## config.mk

```make
export PLATFORM = sky130hd
export DESIGN_NAME = bcd_to_bin_ctrl
export DESIGN_NICKNAME = d
export VERILOG_FILES = /design/src/rtl/bcd_to_bin_ctrl.sv
export SDC_FILE = /design/constraint.sdc
export NUM_CORES = 1
export LEC_CHECK = 0
export BUFFER_PORTS_ARGS = -buffer_cell sky130_fd_sc_hd__buf_2
export CORE_ASPECT_RATIO = 1.5
export CORE_MARGIN = 8
export CORE_UTILIZATION = 45
export DETAILED_ROUTE_END_ITERATION = 8
export PLACE_DENSITY = 0.68
export SETUP_SLACK_MARGIN = 0.05
export SYNTH_ARGS = -nofsm -noshare
export SYNTH_HDL_FRONTEND = slang
export SYNTH_SLANG_ARGS = --single-unit
```

## constraint.sdc

```tcl
create_clock -name clk -period 3.67 [get_ports clk]
set_clock_uncertainty 0.2 [all_clocks]
set_input_delay 0.734 -clock clk [delete_from_list [all_inputs] [get_ports clk]]
set_output_delay 0.734 -clock clk [all_outputs]
set_load 0.02 [all_outputs]
```

## src/rtl/bcd_to_bin_ctrl.sv

```systemverilog
// rtl/bcd_to_bin_ctrl.sv - reverse double-dabble BCD-to-binary control FSM and shift/correct datapath
// Optional invalid-digit detection is built when BCD_DIGIT_CHECK_EN is defined.
module bcd_to_bin_ctrl (
    input  logic        clk,
    input  logic        rst,
    input  logic        start,
    input  logic [15:0] bcd_in,
    input  logic        z,
    output logic        init,
    output logic        dec,
    output logic        busy,
    output logic        done,
    output logic [15:0] bin_out
`ifdef BCD_DIGIT_CHECK_EN
    ,
    output logic        err
`endif
);

    typedef enum logic [1:0] {IDLE, LOAD, SHIFT, DONE} state_t;

    state_t      state, state_nx;
    logic [31:0] sh, sh_nx;
    logic [15:0] bin_nx;

    // Shift the whole register right, then pull each BCD nibble that reached 8+ back by 3.
    function automatic logic [31:0] shift_correct(input logic [31:0] v);
        logic [31:0] r;
        r = v >> 1;
        for (int i = 0; i < 4; i++) begin
            if (r[16 + 4*i + 3])
                r[16 + 4*i +: 4] = r[16 + 4*i +: 4] - 4'd3;
        end
        return r;
    endfunction

`ifdef BCD_DIGIT_CHECK_EN
    logic err_nx;

    function automatic logic has_bad_digit(input logic [15:0] v);
        logic bad;
        bad = 1'b0;
        for (int i = 0; i < 4; i++)
            bad = bad | (v[4*i + 3] & (v[4*i + 2] | v[4*i + 1]));
        return bad;
    endfunction
`endif

    always_ff @(posedge clk) begin
        if (!rst) begin
            state   <= IDLE;
            sh      <= 32'h0;
            bin_out <= 16'h0;
`ifdef BCD_DIGIT_CHECK_EN
            err     <= 1'b0;
`endif
        end else begin
            state   <= state_nx;
            sh      <= sh_nx;
            bin_out <= bin_nx;
`ifdef BCD_DIGIT_CHECK_EN
            err     <= err_nx;
`endif
        end
    end

    always_comb begin
        state_nx = state;
        sh_nx    = sh;
        bin_nx   = bin_out;
`ifdef BCD_DIGIT_CHECK_EN
        err_nx   = err;
`endif
        init     = 1'b0;
        dec      = 1'b0;
        done     = 1'b0;
        busy     = (state != IDLE);
        case (state)
            IDLE: begin
                if (start) begin
`ifdef BCD_DIGIT_CHECK_EN
                    if (has_bad_digit(bcd_in)) begin
                        state_nx = DONE;
                        bin_nx   = 16'h0;
                        err_nx   = 1'b1;
                    end else begin
                        state_nx = LOAD;
                        sh_nx    = {bcd_in, 16'h0};
                        err_nx   = 1'b0;
                    end
`else
                    state_nx = LOAD;
                    sh_nx    = {bcd_in, 16'h0};
`endif
                end
            end
            LOAD: begin
                init     = 1'b1;
                state_nx = SHIFT;
            end
            SHIFT: begin
                // z is the counter's registered terminal flag, so it is safe to gate dec with it.
                if (!z) begin
                    dec   = 1'b1;
                    sh_nx = shift_correct(sh);
                end else begin
                    bin_nx   = sh[15:0];
                    state_nx = DONE;
                end
            end
            DONE: begin
                done     = 1'b1;
                state_nx = IDLE;
            end
            default: state_nx = IDLE;
        endcase
    end

endmodule

```

==> flow_summary.ini <==
[power]
power_density_nw_per_um2 = 690
p_leak_nw = 1.02
irDropWorstVdd_mv = 0.358

[timing]
period_needed_ns = 2.62
tns_ns = 0
slew_headroom_pct = 30.2
finalSetupViolations = 0
tightest_slew_ns = 1.05
hold_violations = 0
fmax_mhz = 381
period_share_pct = 71.5
slew_viol_final = 0
grt_setup_unrepaired = false

[yosys]
synth_cell_types = 28
ys.flop_type = dfxtp_1
synth_area_leaders = dfxtp_1 43%, a21boi_0 13%, nand2_1 12%
syn_nets = 293
avgSynthCellArea_sq_um = 8.69
yosysMostFrequentCell = nand2_1
synth-seq-cells = 50
synth_edf_count = 0
synth_common_cells = 73 x nand2_1, 50 x dfxtp_1, 39 x a21boi_0
synthCells = 265
yosysWarnings = 0
netlist.area_leader.share_pct = 43.5
synth.largest_area_cell = dfxtp_1
ys_seq_area_share_pct = 43.5
netlist_area_sq_um = 2300
async_flop_share_pct = 0

[flow_run]
maxCapViolCount = 0

[worst_setup_path]
cp-start-kind = register
cp_max_fo = 23
critical_path_arrival_ns = 1.69
critPathKind = reg -> out
cp.required_ns = 2.74
slowest_stage = dfxtp_1
cp_cell_sequence = inv_1 > ha_1 > buf_4 > and2b_1 > buf_2
cp-end-kind = output pin
slowest_delay_ns = 0.34

[die]
core-area_sq_um = 5040
dieArea_sq_um = 7710
die_w_microns = 74.4
die_h_microns = 104
io_pins = 40
initial_core_util_pct = 45.7
rows = 32

[place]
placement.io_buffers = 39
hpwl_mm = 3.26
finalWeightedCongestion = 0.746
placed_cell_area_sq_um = 2500

[final_layout]
syn_to_final_growth_pct = 13.4
nets = 322
drive_gt1_share_pct = 18.6
num-fill-cells = 529
n_antenna_cell = 0
design_area_sq_um = 2610

[drt]
vias_per_cell = 5.03
finalWirelength_mm = 4.71
dr.pass1.iters = 4
ant_nets = 0
vias = 1827
routedWlPerCell_microns = 13.0
drc = 0
drtIter0Drc = 165

[clock_tree]
post_cts_resized = 0
cts_tree = yes
clk_pin_slew_ns = 0.09
clk_latency_ns = 0.30
clock_path_buffers = 2
cts.sinks = 50
htreeDepth = 2
cts_hold_buf = 0
numCtsBuffers = 5
cts_setup_buffers = 0
cts_root_buf = clkbuf_8

[global_route]
grt_usage_pct = 12.9
grt_pass1_vias = 1831
grt_overflow_total = 0
grt_pass1_wl_mm = 8.13
antenna_found_initial = 0
grt_max_degree = 52

[run_status]
status = completed

[worst_hold_path]
hp-class = reg -> reg
## per-layer routing
metal  track usage [%]  wire, microns  part of all wire, %  up-vias
li1                  -              -                    -      953
met1              14.6           2100                   45      835
met4              4.65             54                  1.1        0
met3              4.44            244                  5.2        5
met2              21.5           2310                   49       34
met5                 0              0                    0        -
## cells by family after synthesis
kind of cell             count (synthesis)  synth area share [%]
AND/OR/NAND/NOR                        104                  19.6
AO/OA/AOI/OAI                           65                  21.3
XOR/XNOR                                 6                  2.28
flip-flops                              50                  43.5
multiplexers                             9                  4.07
buffers and inverters                   23                  5.00
adder cells (fa/ha/maj)                  8                  4.35
## placed cells by master, fill, tap and decap left out, drive strengths merged, types with 2 or more instances in the layout
cell type	instances
a21boi	40
a21oi	3
a22o	6
buf	42
clkbuf	6
dfxtp	50
ha	8
inv	3
mux2	3
mux2i	6
nand2	73
nand3	19
nor2	2
nor2b	4
o211a	3
o21ai	9
o221a	3
xnor2	6
## stage by stage
step           hold WS, ns  cells  setup slack, ns  power [mW]  utilization [%]
2_1_floorplan        0.241    265             1.56        1.32                -
3_3_place_gp         0.250    355            0.999        1.43             49.6
3_5_place_dp         0.258    355            0.951        1.44             49.6
4_1_cts              0.270    363             1.02        1.83             51.8
5_1_grt              0.278    363            0.845        1.95             51.8
6_report             0.263    363             1.05        1.80             51.8
## where the power goes
part,switching (mW),leakage [nW],internal (mW)
sequential,0.0778,0.406,0.623
combinational,0.447,0.563,0.272
clock,0.179,0.0514,0.203
## final cells by class
cell class | instances | area, sq um | area share (%)
clock buffer | 6 | 72.6 | 2.78
clock inverter | 2 | 37.5 | 1.44
inverter | 3 | 11.3 | 0.431
multi-input combinational | 192 | 1190 | 45.5
sequential | 50 | 1000 | 38.3
tap | 68 | 85.1 | 3.26
timing repair buffer | 42 | 218 | 8.33
## state kept, by name, indices dropped and copies added, names as in the netlist
register / cells
state: 2
bin_out: 16
sh: 32
## critical path, delay by kind of cell (launching register included)
family                   cells  cell delay (ns)
adder cells (fa/ha/maj)      1             0.23
AND/OR/NAND/NOR              1             0.23
buffers and inverters        3             0.59
flip-flops                   1             0.34
## path summary, 6_finish.rpt
| check | startpoint | endpoint | slack [ns] | depth (start not counted) |
|---|---|---|---|---|
| max | state[0] | dec | 1.05 | 5 |
| min | bin_out[9] | bin_out[9] | 0.26 | 2 |
| max reg2reg | state[0] | sh[19] | 1.10 | 6 |
| min reg2reg | bin_out[9] | bin_out[9] | 0.26 | 2 |
Note: power is estimated with default switching activity, not from simulation.
